### src/rtl/memory_stream_ctrl_pkg.sv
// +----------------------------------------------------------------------+
// | memory_stream_pkg : shared encodings for memory_stream_ctrl          |
// | Rev 1.0                                                              |
// +----------------------------------------------------------------------+
`timescale 1ns/1ps
`default_nettype none

package memory_stream_pkg;

  localparam int M_DEFAULT = 164;
  localparam int N_DEFAULT = 8;

  localparam logic OP_LOAD = 1'b0;
  localparam logic OP_DUMP = 1'b1;

  typedef enum logic [1:0] {
    ST_IDLE    = 2'd0,
    ST_LOAD    = 2'd1,
    ST_RD_WAIT = 2'd2,
    ST_RD_OUT  = 2'd3
  } state_t;

endpackage

`default_nettype wire

### src/rtl/memory_stream_ctrl_if.sv
// +----------------------------------------------------------------------+
// | memory_stream_ctrl_if : command, stream and memory-port bundle       |
// | Rev 1.0                                                              |
// +----------------------------------------------------------------------+
`timescale 1ns/1ps
`default_nettype none

interface memory_stream_ctrl_if #(
  parameter int N  = 8,
  parameter int AW = 8
);

  logic          cmd_valid;
  logic          cmd_ready;
  logic          cmd_op;
  logic [AW-1:0] cmd_base;
  logic [AW:0]   cmd_len;

  logic          in_valid;
  logic          in_ready;
  logic [N-1:0]  in_data;

  logic          out_valid;
  logic          out_ready;
  logic [N-1:0]  out_data;
  logic          out_last;

  logic [AW-1:0] mem_addr;
  logic [N-1:0]  mem_data_in;
  logic          mem_write_enable;
  logic [N-1:0]  mem_data_out;

  logic          busy;
  logic          done;
  logic          err;

  // master = the sequencer, slave = front-end plus memory
  modport master (
    input  cmd_valid, cmd_op, cmd_base, cmd_len,
    input  in_valid, in_data, out_ready, mem_data_out,
    output cmd_ready, in_ready, out_valid, out_data, out_last,
    output mem_addr, mem_data_in, mem_write_enable,
    output busy, done, err
  );

  modport slave (
    output cmd_valid, cmd_op, cmd_base, cmd_len,
    output in_valid, in_data, out_ready, mem_data_out,
    input  cmd_ready, in_ready, out_valid, out_data, out_last,
    input  mem_addr, mem_data_in, mem_write_enable,
    input  busy, done, err
  );

endinterface

`default_nettype wire

### src/rtl/memory_stream_ctrl.sv
// +----------------------------------------------------------------------+
// | memory_stream_ctrl : LOAD/DUMP sequencer for the byte memory port    |
// | Rev 1.0                                                              |
// +----------------------------------------------------------------------+
`timescale 1ns/1ps
`default_nettype none

module memory_stream_ctrl
  import memory_stream_pkg::*;
#(
  parameter int M  = M_DEFAULT,
  parameter int N  = N_DEFAULT,
  parameter int AW = $clog2(M)
) (
  input  logic clk,
  input  logic reset,
  memory_stream_ctrl_if.master bus
);

  localparam logic [AW+1:0] M_LIMIT = (AW+2)'(M);
  localparam logic [AW-1:0] PTR_ONE = AW'(1);
  localparam logic [AW:0]   REM_ONE = (AW+1)'(1);

  state_t        state_q, state_d;
  logic [AW-1:0] ptr_q, ptr_d;
  logic [AW:0]   remaining_q, remaining_d;
  logic [N-1:0]  out_data_q, out_data_d;
  logic          done_q, done_d;
  logic          err_q, err_d;

  logic [AW+1:0] cmd_end;
  logic          last_word;

  assign cmd_end   = {2'b00, bus.cmd_base} + {1'b0, bus.cmd_len};
  assign last_word = (remaining_q == REM_ONE);

  always_comb begin
    state_d     = state_q;
    ptr_d       = ptr_q;
    remaining_d = remaining_q;
    out_data_d  = out_data_q;
    done_d      = 1'b0;
    err_d       = 1'b0;

    case (state_q)
      ST_IDLE: begin
        if (bus.cmd_valid) begin
          if ((bus.cmd_len == '0) || (cmd_end > M_LIMIT)) begin
            err_d = 1'b1;
          end else begin
            ptr_d       = bus.cmd_base;
            remaining_d = bus.cmd_len;
            case (bus.cmd_op)
              OP_LOAD: state_d = ST_LOAD;
              OP_DUMP: state_d = ST_RD_WAIT;
              default: state_d = ST_IDLE;
            endcase
          end
        end
      end

      ST_LOAD: begin
        if (bus.in_valid) begin
          ptr_d       = ptr_q + PTR_ONE;
          remaining_d = remaining_q - REM_ONE;
          if (last_word) begin
            state_d = ST_IDLE;
            done_d  = 1'b1;
          end
        end
      end

      // Address was held for a full cycle, so both combinational and
      // registered memory reads are valid at this edge.
      ST_RD_WAIT: begin
        out_data_d = bus.mem_data_out;
        state_d    = ST_RD_OUT;
      end

      ST_RD_OUT: begin
        if (bus.out_ready) begin
          if (last_word) begin
            state_d = ST_IDLE;
            done_d  = 1'b1;
          end else begin
            ptr_d       = ptr_q + PTR_ONE;
            remaining_d = remaining_q - REM_ONE;
            state_d     = ST_RD_WAIT;
          end
        end
      end

      default: state_d = ST_IDLE;
    endcase
  end

  always_ff @(posedge clk) begin
    if (!reset) begin
      state_q     <= ST_IDLE;
      ptr_q       <= '0;
      remaining_q <= '0;
      out_data_q  <= '0;
      done_q      <= 1'b0;
      err_q       <= 1'b0;
    end else begin
      state_q     <= state_d;
      ptr_q       <= ptr_d;
      remaining_q <= remaining_d;
      out_data_q  <= out_data_d;
      done_q      <= done_d;
      err_q       <= err_d;
    end
  end

  // Write strobe is combinational on in_valid; masked by reset so an
  // aborting cycle can never commit a word.
  assign bus.cmd_ready        = (state_q == ST_IDLE);
  assign bus.in_ready         = (state_q == ST_LOAD) && reset;
  assign bus.mem_write_enable = (state_q == ST_LOAD) && bus.in_valid && reset;
  assign bus.mem_addr         = ptr_q;
  assign bus.mem_data_in      = (state_q == ST_LOAD) ? bus.in_data : '0;
  assign bus.out_valid        = (state_q == ST_RD_OUT);
  assign bus.out_last         = (state_q == ST_RD_OUT) && last_word;
  assign bus.out_data         = out_data_q;
  assign bus.busy             = (state_q != ST_IDLE);
  assign bus.done             = done_q;
  assign bus.err              = err_q;

endmodule

`default_nettype wire

### src/flat_wrapper.sv
// flat-port wrapper written by rule: the top's interface ports become plain ports
module memory_stream_ctrl_flat import memory_stream_pkg::*;
#(
  parameter int M  = M_DEFAULT,
  parameter int N  = N_DEFAULT,
  parameter int AW = $clog2(M)
)
  (clk, reset, bus_cmd_valid, bus_cmd_op, bus_cmd_base, bus_cmd_len, bus_in_valid, bus_in_data, bus_out_ready, bus_mem_data_out, bus_cmd_ready, bus_in_ready, bus_out_valid, bus_out_data, bus_out_last, bus_mem_addr, bus_mem_data_in, bus_mem_write_enable, bus_busy, bus_done, bus_err);
  memory_stream_ctrl_if #(.N(N), .AW(AW)) bus_i ();
  input  logic clk;
  input  logic reset;
  input wire logic [$bits(bus_i.cmd_valid)-1:0] bus_cmd_valid;
  input wire logic [$bits(bus_i.cmd_op)-1:0] bus_cmd_op;
  input wire logic [$bits(bus_i.cmd_base)-1:0] bus_cmd_base;
  input wire logic [$bits(bus_i.cmd_len)-1:0] bus_cmd_len;
  input wire logic [$bits(bus_i.in_valid)-1:0] bus_in_valid;
  input wire logic [$bits(bus_i.in_data)-1:0] bus_in_data;
  input wire logic [$bits(bus_i.out_ready)-1:0] bus_out_ready;
  input wire logic [$bits(bus_i.mem_data_out)-1:0] bus_mem_data_out;
  output wire logic [$bits(bus_i.cmd_ready)-1:0] bus_cmd_ready;
  output wire logic [$bits(bus_i.in_ready)-1:0] bus_in_ready;
  output wire logic [$bits(bus_i.out_valid)-1:0] bus_out_valid;
  output wire logic [$bits(bus_i.out_data)-1:0] bus_out_data;
  output wire logic [$bits(bus_i.out_last)-1:0] bus_out_last;
  output wire logic [$bits(bus_i.mem_addr)-1:0] bus_mem_addr;
  output wire logic [$bits(bus_i.mem_data_in)-1:0] bus_mem_data_in;
  output wire logic [$bits(bus_i.mem_write_enable)-1:0] bus_mem_write_enable;
  output wire logic [$bits(bus_i.busy)-1:0] bus_busy;
  output wire logic [$bits(bus_i.done)-1:0] bus_done;
  output wire logic [$bits(bus_i.err)-1:0] bus_err;
  assign bus_i.cmd_valid = bus_cmd_valid;
  assign bus_i.cmd_op = bus_cmd_op;
  assign bus_i.cmd_base = bus_cmd_base;
  assign bus_i.cmd_len = bus_cmd_len;
  assign bus_i.in_valid = bus_in_valid;
  assign bus_i.in_data = bus_in_data;
  assign bus_i.out_ready = bus_out_ready;
  assign bus_i.mem_data_out = bus_mem_data_out;
  assign bus_cmd_ready = bus_i.cmd_ready;
  assign bus_in_ready = bus_i.in_ready;
  assign bus_out_valid = bus_i.out_valid;
  assign bus_out_data = bus_i.out_data;
  assign bus_out_last = bus_i.out_last;
  assign bus_mem_addr = bus_i.mem_addr;
  assign bus_mem_data_in = bus_i.mem_data_in;
  assign bus_mem_write_enable = bus_i.mem_write_enable;
  assign bus_busy = bus_i.busy;
  assign bus_done = bus_i.done;
  assign bus_err = bus_i.err;
  memory_stream_ctrl #(.M(M), .N(N), .AW(AW)) u_core (.clk(clk), .reset(reset), .bus(bus_i));
endmodule
### config.mk
export PLATFORM = sky130hd
export DESIGN_NAME = memory_stream_ctrl_flat
export DESIGN_NICKNAME = d
export VERILOG_FILES = /design/src/rtl/memory_stream_ctrl_pkg.sv /design/src/rtl/memory_stream_ctrl_if.sv /design/src/rtl/memory_stream_ctrl.sv /design/src/flat_wrapper.sv
export SDC_FILE = /design/constraint.sdc
export NUM_CORES = 1
export LEC_CHECK = 0
export ABC_AREA = 0
export BUFFER_PORTS_ARGS = -buffer_cell sky130_fd_sc_hd__buf_2
export CAP_MARGIN = 10
export CELL_PAD_IN_SITES_DETAIL_PLACEMENT = 0
export CELL_PAD_IN_SITES_GLOBAL_PLACEMENT = 1
export CORE_ASPECT_RATIO = 1.5
export CORE_MARGIN = 8
export CORE_UTILIZATION = 39
export CTS_CLUSTER_DIAMETER = 120
export DETAILED_ROUTE_END_ITERATION = 7
export PLACE_DENSITY_LB_ADDON = 0.3
export SLEW_MARGIN = 20
export SYNTH_ARGS = -nofsm -noshare
export SYNTH_HDL_FRONTEND = slang
export SYNTH_SLANG_ARGS = --single-unit
### constraint.sdc
create_clock -name clk -period 5.05 [get_ports clk]
set_clock_uncertainty 0.1 [all_clocks]
set_input_delay 0.2525 -clock clk [delete_from_list [all_inputs] [get_ports clk]]
set_output_delay 0.2525 -clock clk [all_outputs]
set_load 0.005 [all_outputs]
==> results of run 1 <==
cells in the mapped netlist (all sizes together) (3+ instances only):
master | number | share of area (%)
a211oi | 3 | 1.7
a21oi | 14 | 3.5
a31oi | 6 | 1.8
and2 | 8 | 2.4
buf | 3 | 0.66
clkbuf | 10 | 1.8
dfxtp | 29 | 28
ha | 11 | 6.6
inv | 12 | 2.2
mux2i | 12 | 5.8
nand2 | 27 | 4.9
nand2b | 4 | 1.2
nand3 | 13 | 3.1
nand4 | 4 | 1.2
nor2 | 16 | 2.9
nor2b | 9 | 2.7
nor3 | 11 | 2.9
nor4 | 8 | 2.7
o211ai | 3 | 1.6
o21ai | 12 | 2.9
o31ai | 7 | 3.2
or2 | 3 | 0.90
xor2 | 4 | 1.7
area by class of cell:
class / count / area [µm²]
timing repair buffer: 71 / 358
multi-input combinational: 207 / 1410
sequential: 29 / 581
inverter: 12 / 45.0
clock inverter: 3 / 17.5
clock buffer: 5 / 68.8
fill: 548 / 2610
tap: 68 / 85.1
layer usage:
layer	wire [µm]	share of wire [%]	vias up
li1	-	-	1093
met1	2520	42	1019
met2	2950	49	73
met3	486	8.0	7
met4	99	1.6	0
met5	0	0	-
state kept, by name, indices dropped and copies added, names as in the netlist:
signal and cells:
u_core.remaining_q 9, u_core.bus.mem_addr 8, u_core.bus.out_data 8, u_core.state_q 2, u_core.bus.done 1, u_core.bus.err 1
metrics by stage:
step                cell area (µm²)  instances  setup slack [ns]  total power [mW]  util (%)
finish                         2560        395              1.71             0.666      49.6
global route                   2560        395              1.51             0.707      49.6
CTS                            2560        395              1.72             0.672      49.6
detailed placement             2470        387              1.43             0.481      47.9
global placement               2470        387              1.50             0.479      47.9
floorplan                      2080        261              2.07             0.413         -
how the worst min path moves through the flow:
stage                             endpoint  slack (ns)  depth (start not counted)
finish              u_core.bus.out_data[2]        0.11                          3
detailed placement   u_core.remaining_q[1]        0.38                          2
floorplan           u_core.bus.out_data[0]        0.30                          2
global route        u_core.bus.out_data[2]        0.14                          3
global placement    u_core.bus.mem_addr[7]        0.36                          2
CTS                 u_core.bus.out_data[2]        0.10                          3
power breakdown:
part	leakage, nW	switching [mW]	internal, mW
Clock	0.0439	0.0942	0.0949
Sequential	0.236	0.0189	0.246
Combinational	0.871	0.125	0.0862
Total	1.15	0.238	0.427
cell families after synthesis:
logic type,count (synthesis),share of synthesized area (%)
muxes,13,6.31
buffers and inverters,25,4.63
DFF,29,27.9
xor gates and xnor gates,5,2.10
AOI/OAI and AO/OA,65,23.3
adders and majority gates,12,7.57
and+or+nand+nor,112,28.2
worst max-delay path: stages:
cell and delay [ns]:
sky130_fd_sc_hd__buf_2 0.12, sky130_fd_sc_hd__ha_1 0.23, sky130_fd_sc_hd__fa_1 0.45, sky130_fd_sc_hd__a211oi_4 0.32, sky130_fd_sc_hd__o21ai_1 0.13, sky130_fd_sc_hd__a31oi_1 0.18
sky130_fd_sc_hd__a31oi_1 0.06, sky130_fd_sc_hd__a311o_1 0.43, sky130_fd_sc_hd__o31ai_4 0.71, sky130_fd_sc_hd__mux2_1 0.38, sky130_fd_sc_hd__o2111a_1 0.13
==> run_summary.xml, run 1 <==
<?xml version="1.0" encoding="UTF-8"?>
<metrics>
  <group name="outcome">
    <metric name="run_status" unit="">finished clean</metric>
  </group>
  <group name="timing">
    <metric name="finalHoldWorstSlack" unit="ns">0.107</metric>
    <metric name="fin_crit" unit="ns">3.34</metric>
    <metric name="report.final.slew_viol_count" unit="">0</metric>
    <metric name="rsz_0062_raised_after_global_routing" unit="">false</metric>
    <metric name="timing.final.setup_violations" unit="">0</metric>
    <metric name="layout_worst_path_cycle_share" unit="%">66.2</metric>
    <metric name="timing.final.hold_violations" unit="">0</metric>
    <metric name="timing.fmax" unit="MHz">299</metric>
    <metric name="worst-slew-pin-transition" unit="ns">0.891</metric>
    <metric name="max-slew-margin-rel" unit="%">40.5</metric>
    <metric name="fin_tns_setup" unit="ns">0</metric>
  </group>
  <group name="route">
    <metric name="vias" unit="">2192</metric>
    <metric name="drtIter0Drc" unit="">107</metric>
    <metric name="drt_first_pass_iters" unit="">4</metric>
    <metric name="wl" unit="µm">6050</metric>
    <metric name="detail-route-antenna-nets" unit="">0</metric>
    <metric name="wl_per_cell" unit="µm">15.3</metric>
    <metric name="vias_per_cell" unit="">5.55</metric>
    <metric name="remaining_design_rule_violation_count" unit="">0</metric>
  </group>
  <group name="power">
    <metric name="power_leakage" unit="nW">1.15</metric>
    <metric name="powerDensity" unit="nW/µm²">260</metric>
    <metric name="vdd.ir_drop.worst" unit="mV">0.105</metric>
  </group>
  <group name="synthesis">
    <metric name="ys_dominant_reg_cell" unit="">sky130_fd_sc_hd__dfxtp_1</metric>
    <metric name="post_synth_instance_area" unit="µm²">2080</metric>
    <metric name="synth_enable_flop_cells" unit="">0</metric>
    <metric name="postSynthRegisterBits" unit="">29</metric>
    <metric name="mappedNetlistNets" unit="">312</metric>
    <metric name="synth_warnings" unit="">0</metric>
    <metric name="yosysSeqAreaShare" unit="%">27.9</metric>
    <metric name="ys_types" unit="">58</metric>
    <metric name="post_synth_inst_count" unit="">261</metric>
    <metric name="synthArstFlopShare" unit="%">0</metric>
    <metric name="average_size_of_a_mapped_cell" unit="µm²">7.98</metric>
  </group>
  <group name="floorplanning">
    <metric name="die_h" unit="µm">105</metric>
    <metric name="design.portCount" unit="">71</metric>
    <metric name="die_area" unit="µm²">7980</metric>
    <metric name="die-width" unit="µm">75.7</metric>
    <metric name="initial_cell_density_of_the_core" unit="%">40.3</metric>
    <metric name="row_count" unit="">32</metric>
    <metric name="fp.coreArea" unit="µm²">5160</metric>
  </group>
  <group name="worst_setup_path">
    <metric name="setup.worst_path.end" unit="">u_core.remaining_q[5]</metric>
    <metric name="cp-end-kind" unit="">register</metric>
    <metric name="worstRegToRegCells" unit="">8</metric>
    <metric name="cp_data_arrival_time" unit="ns">3.42</metric>
    <metric name="timing.critical_path.from_type" unit="">primary input</metric>
    <metric name="critical_path.reg2reg.endpoint" unit="">u_core.remaining_q[8]</metric>
    <metric name="critPathMaxFanout" unit="">19</metric>
    <metric name="critical_path.reg2reg.startpoint" unit="">u_core.remaining_q[4]</metric>
    <metric name="path_class" unit="">primary input to register</metric>
    <metric name="worst_ep_required_time" unit="ns">5.12</metric>
    <metric name="worst-r2r-setup-slack" unit="ns">2.32</metric>
    <metric name="critical_path.startpoint" unit="">bus_cmd_len[0]</metric>
  </group>
  <group name="grt">
    <metric name="met3_usage" unit="%">3.04</metric>
    <metric name="grt_remaining_overflow" unit="">0</metric>
    <metric name="grt_pass1_wl" unit="µm">9730</metric>
    <metric name="met1_usage" unit="%">16.9</metric>
    <metric name="first_global_vias" unit="">2180</metric>
    <metric name="gr-usage-all-layers" unit="%">15.2</metric>
    <metric name="grt_use_met2" unit="%">26.6</metric>
    <metric name="grt_antenna_before_repair" unit="">0</metric>
    <metric name="pin_count_of_the_biggest_net_entering_global_routing" unit="">32</metric>
    <metric name="grt_peak_use_layer" unit="">met2</metric>
  </group>
  <group name="placement">
    <metric name="place_hpwl" unit="µm">4810</metric>
    <metric name="finalWeightedCongestion" unit="">0.818</metric>
    <metric name="port-buffer-count" unit="">70</metric>
  </group>
  <group name="min_path">
    <metric name="timing.hold.worst.class" unit="">primary input to register</metric>
    <metric name="source_of_the_worst_hold_timing_path" unit="">bus_mem_data_out[2]</metric>
  </group>
  <group name="clock_tree">
    <metric name="cts.clk_slew.worst_paths" unit="ns">0.06</metric>
    <metric name="tritoncts_num_sinks" unit="">29</metric>
    <metric name="cts.path.max_buffers" unit="">2</metric>
    <metric name="cts_tree" unit="">yes</metric>
    <metric name="worstSkewPairLatency" unit="ns">0.28</metric>
    <metric name="clk_root_buffer_cell" unit="">sky130_fd_sc_hd__clkbuf_8</metric>
    <metric name="post_cts_resize_count" unit="">0</metric>
    <metric name="cts_htree_levels" unit="">2</metric>
    <metric name="cts_buffers" unit="">5</metric>
    <metric name="post_cts_setup_buffer_count" unit="">0</metric>
    <metric name="holdBufCountCts" unit="">0</metric>
  </group>
  <group name="layout">
    <metric name="number_of_diodes" unit="">0</metric>
    <metric name="leading_cell_types_in_the_layout_fill_and_taps_excluded" unit="">70 x sky130_fd_sc_hd__buf_2, 29 x sky130_fd_sc_hd__dfxtp_1, 27 x sky130_fd_sc_hd__nand2_1</metric>
    <metric name="area_growth_syn_to_layout" unit="%">23.0</metric>
    <metric name="fin_nets" unit="">377</metric>
    <metric name="drive_above_1_share" unit="%">27.2</metric>
    <metric name="most_frequent_standard_cell_in_the_layout_excluding_fill_and_tap_cells" unit="">sky130_fd_sc_hd__buf_2</metric>
  </group>
  <group name="run">
    <metric name="max_cap_check_violation_count" unit="">0</metric>
  </group>
</metrics>
Power figures use the tool's default switching activity.
==> run 2: changes to the inputs <==
--- a/config.mk
+++ b/config.mk
@@ -12,7 +12,7 @@
 export CELL_PAD_IN_SITES_GLOBAL_PLACEMENT = 1
 export CORE_ASPECT_RATIO = 1.5
 export CORE_MARGIN = 8
-export CORE_UTILIZATION = 39
+export CORE_UTILIZATION = 36
 export CTS_CLUSTER_DIAMETER = 120
 export DETAILED_ROUTE_END_ITERATION = 7
 export PLACE_DENSITY_LB_ADDON = 0.3
==> constraint.sdc (replaced) <==
create_clock -name clk -period 3.25 [get_ports clk]
set_clock_uncertainty 0.1 [all_clocks]
set_input_delay 0.1625 -clock clk [delete_from_list [all_inputs] [get_ports clk]]
set_output_delay 0.1625 -clock clk [all_outputs]
set_load 0.005 [all_outputs]
==> run_summary.xml, run 2 (synthesis gave the netlist of run 1 again) <==
<?xml version="1.0" encoding="UTF-8"?>
<metrics>
  <group name="placement">
    <metric name="place_ws" unit="ns">0.0575</metric>
    <metric name="finalWeightedCongestion" unit="">0.821</metric>
    <metric name="port-buffer-count" unit="">70</metric>
    <metric name="dp_cells" unit="">395</metric>
    <metric name="place_hpwl" unit="µm">4970</metric>
  </group>
  <group name="route">
    <metric name="drtIter0Drc" unit="">84</metric>
    <metric name="vias_per_cell" unit="">5.46</metric>
    <metric name="wl_per_cell" unit="µm">15.6</metric>
    <metric name="detail-route-antenna-nets" unit="">0</metric>
    <metric name="drt_first_pass_iters" unit="">4</metric>
    <metric name="wl" unit="µm">6250</metric>
    <metric name="remaining_design_rule_violation_count" unit="">0</metric>
    <metric name="vias" unit="">2196</metric>
  </group>
  <group name="worst_setup_path">
    <metric name="critical_path.startpoint" unit="">bus_cmd_len[0]</metric>
    <metric name="setup.worst_path.end" unit="">u_core.remaining_q[8]</metric>
    <metric name="critPathMaxFanout" unit="">15</metric>
    <metric name="worst_ep_required_time" unit="ns">3.33</metric>
    <metric name="path_class" unit="">primary input to register</metric>
    <metric name="timing.critical_path.from_type" unit="">primary input</metric>
    <metric name="cp_data_arrival_time" unit="ns">2.97</metric>
    <metric name="cp-end-kind" unit="">register</metric>
    <metric name="worstRegToRegCells" unit="">9</metric>
    <metric name="worst-r2r-setup-slack" unit="ns">0.72</metric>
    <metric name="critical_path.reg2reg.endpoint" unit="">u_core.remaining_q[8]</metric>
    <metric name="critical_path.reg2reg.startpoint" unit="">u_core.remaining_q[4]</metric>
  </group>
  <group name="layout">
    <metric name="leading_cell_types_in_the_layout_fill_and_taps_excluded" unit="">70 x sky130_fd_sc_hd__buf_2, 29 x sky130_fd_sc_hd__dfxtp_1, 27 x sky130_fd_sc_hd__nand2_1</metric>
    <metric name="area_growth_syn_to_layout" unit="%">24.6</metric>
    <metric name="most_frequent_standard_cell_in_the_layout_excluding_fill_and_tap_cells" unit="">sky130_fd_sc_hd__buf_2</metric>
    <metric name="top_register" unit="">u_core.remaining_q</metric>
    <metric name="multi_input_area" unit="µm²">1410</metric>
    <metric name="number_of_diodes" unit="">0</metric>
    <metric name="max_ffs_per_register" unit="">9</metric>
    <metric name="layoutNonFillerInstCount" unit="">402</metric>
    <metric name="drive_above_1_share" unit="%">27.6</metric>
    <metric name="fin_nets" unit="">381</metric>
    <metric name="seqCellArea" unit="µm²">581</metric>
    <metric name="num-fill-cells" unit="">608</metric>
  </group>
  <group name="grt">
    <metric name="grt_pass1_wl" unit="µm">10300</metric>
    <metric name="grt_antenna_before_repair" unit="">0</metric>
    <metric name="gr-usage-all-layers" unit="%">14.8</metric>
    <metric name="first_global_vias" unit="">2237</metric>
    <metric name="grt_remaining_overflow" unit="">0</metric>
    <metric name="pin_count_of_the_biggest_net_entering_global_routing" unit="">31</metric>
  </group>
  <group name="clock_tree">
    <metric name="cts.clk_slew.worst_paths" unit="ns">0.06</metric>
    <metric name="worstSkewPairLatency" unit="ns">0.28</metric>
    <metric name="cts_buffers" unit="">5</metric>
    <metric name="cts_tree" unit="">yes</metric>
    <metric name="holdBufCountCts" unit="">0</metric>
    <metric name="cts.path.max_buffers" unit="">2</metric>
    <metric name="cts_htree_levels" unit="">2</metric>
    <metric name="clk_root_buffer_cell" unit="">sky130_fd_sc_hd__clkbuf_8</metric>
    <metric name="post_cts_setup_buffer_count" unit="">0</metric>
    <metric name="post_cts_resize_count" unit="">0</metric>
    <metric name="tritoncts_num_sinks" unit="">29</metric>
  </group>
  <group name="timing">
    <metric name="report.final.slew_viol_count" unit="">0</metric>
    <metric name="setup_ws" unit="ns">0.353</metric>
    <metric name="timing.final.setup_violations" unit="">0</metric>
    <metric name="timing.fmax" unit="MHz">345</metric>
    <metric name="worst-slew-pin-transition" unit="ns">0.868</metric>
    <metric name="max-slew-margin-rel" unit="%">42.0</metric>
    <metric name="rsz_0062_raised_after_global_routing" unit="">false</metric>
    <metric name="layout_worst_path_cycle_share" unit="%">89.1</metric>
    <metric name="fin_crit" unit="ns">2.90</metric>
    <metric name="timing.final.hold_violations" unit="">0</metric>
    <metric name="fin_tns_setup" unit="ns">0</metric>
  </group>
  <group name="floorplanning">
    <metric name="die-width" unit="µm">78.1</metric>
    <metric name="die_h" unit="µm">109</metric>
    <metric name="row_count" unit="">34</metric>
    <metric name="design.portCount" unit="">71</metric>
    <metric name="initial_cell_density_of_the_core" unit="%">36.5</metric>
    <metric name="fp.coreArea" unit="µm²">5700</metric>
    <metric name="die_area" unit="µm²">8520</metric>
  </group>
  <group name="power">
    <metric name="power_leakage" unit="nW">1.17</metric>
    <metric name="vdd.ir_drop.worst" unit="mV">0.168</metric>
    <metric name="powerDensity" unit="nW/µm²">408</metric>
  </group>
  <group name="run">
    <metric name="max_cap_check_violation_count" unit="">0</metric>
  </group>
  <group name="min_path">
    <metric name="hold_depth" unit="">3</metric>
    <metric name="timing.hold.worst.class" unit="">primary input to register</metric>
  </group>
  <group name="outcome">
    <metric name="run_status" unit="">finished clean</metric>
  </group>
</metrics>
run 2: changes by cell type in the layout (fill, tap and decap cells not counted):
cell,before,now
sky130_fd_sc_hd__clkinvlp_4,1,0
sky130_fd_sc_hd__clkinv_2,2,0
sky130_fd_sc_hd__clkbuf_8,5,6
sky130_fd_sc_hd__buf_4,1,5
sky130_fd_sc_hd__clkbuf_1,0,1
run 2: worst min-delay path by stage:
stage | start | to | slack, ns
2_1_floorplan | bus_mem_data_out[0] | u_core.bus.out_data[0] | 0.21
3_3_place_gp | bus_mem_data_out[1] | u_core.bus.out_data[1] | 0.30
3_5_place_dp | bus_mem_data_out[0] | u_core.bus.out_data[0] | 0.32
4_1_cts | bus_mem_data_out[0] | u_core.bus.out_data[0] | 0.03
5_1_grt | bus_mem_data_out[1] | u_core.bus.out_data[1] | 0.04
6_report | bus_mem_data_out[1] | u_core.bus.out_data[1] | 0.03
run 2: per-layer routing:
metal / share of wire, % / up-vias / track usage [%]
met3: 5.6 / 15 / 3.88
met2: 50 / 71 / 26.7
li1: - / 1106 / -
met5: 0 / - / 0
met4: 2.3 / 0 / 6.12
met1: 42 / 1004 / 15.8
run 2: per-stage QoR:
stage          util (%)  cell area [µm²]  power, mW  hold WS, ns
3_5_place_dp       44.0             2510      0.764        0.316
3_3_place_gp       44.0             2510      0.761        0.300
5_1_grt            45.5             2590       1.13       0.0424
2_1_floorplan         -             2080      0.641        0.210
4_1_cts            45.5             2590       1.07       0.0270
6_report           45.5             2590       1.06       0.0276
run 2: power by group:
| group | total (mW) | internal (mW) | switching (mW) |
|---|---|---|---|
| sequential | 0.415 | 0.383 | 0.0321 |
| clock | 0.304 | 0.168 | 0.136 |
| combinational | 0.340 | 0.145 | 0.195 |
run 2: final cells by class:
cell class | count | share of cell area (%)
Clock buffer | 7 | 3.33
Inverter | 12 | 1.74
Multi-Input combinational cell | 207 | 54.1
Sequential cell | 29 | 22.4
Tap cell | 72 | 3.47
Timing Repair Buffer | 75 | 14.9
run 2: worst max-delay path: stages:
cell and delay (ns):
sky130_fd_sc_hd__buf_2 0.11, sky130_fd_sc_hd__ha_1 0.23, sky130_fd_sc_hd__fa_1 0.45, sky130_fd_sc_hd__a211oi_4 0.31, sky130_fd_sc_hd__o21ai_1 0.13, sky130_fd_sc_hd__a31oi_1 0.18, sky130_fd_sc_hd__a31oi_1 0.06, sky130_fd_sc_hd__a311o_1 0.43
sky130_fd_sc_hd__o31ai_4 0.33, sky130_fd_sc_hd__buf_4 0.27, sky130_fd_sc_hd__o31ai_1 0.08, sky130_fd_sc_hd__a41o_1 0.21
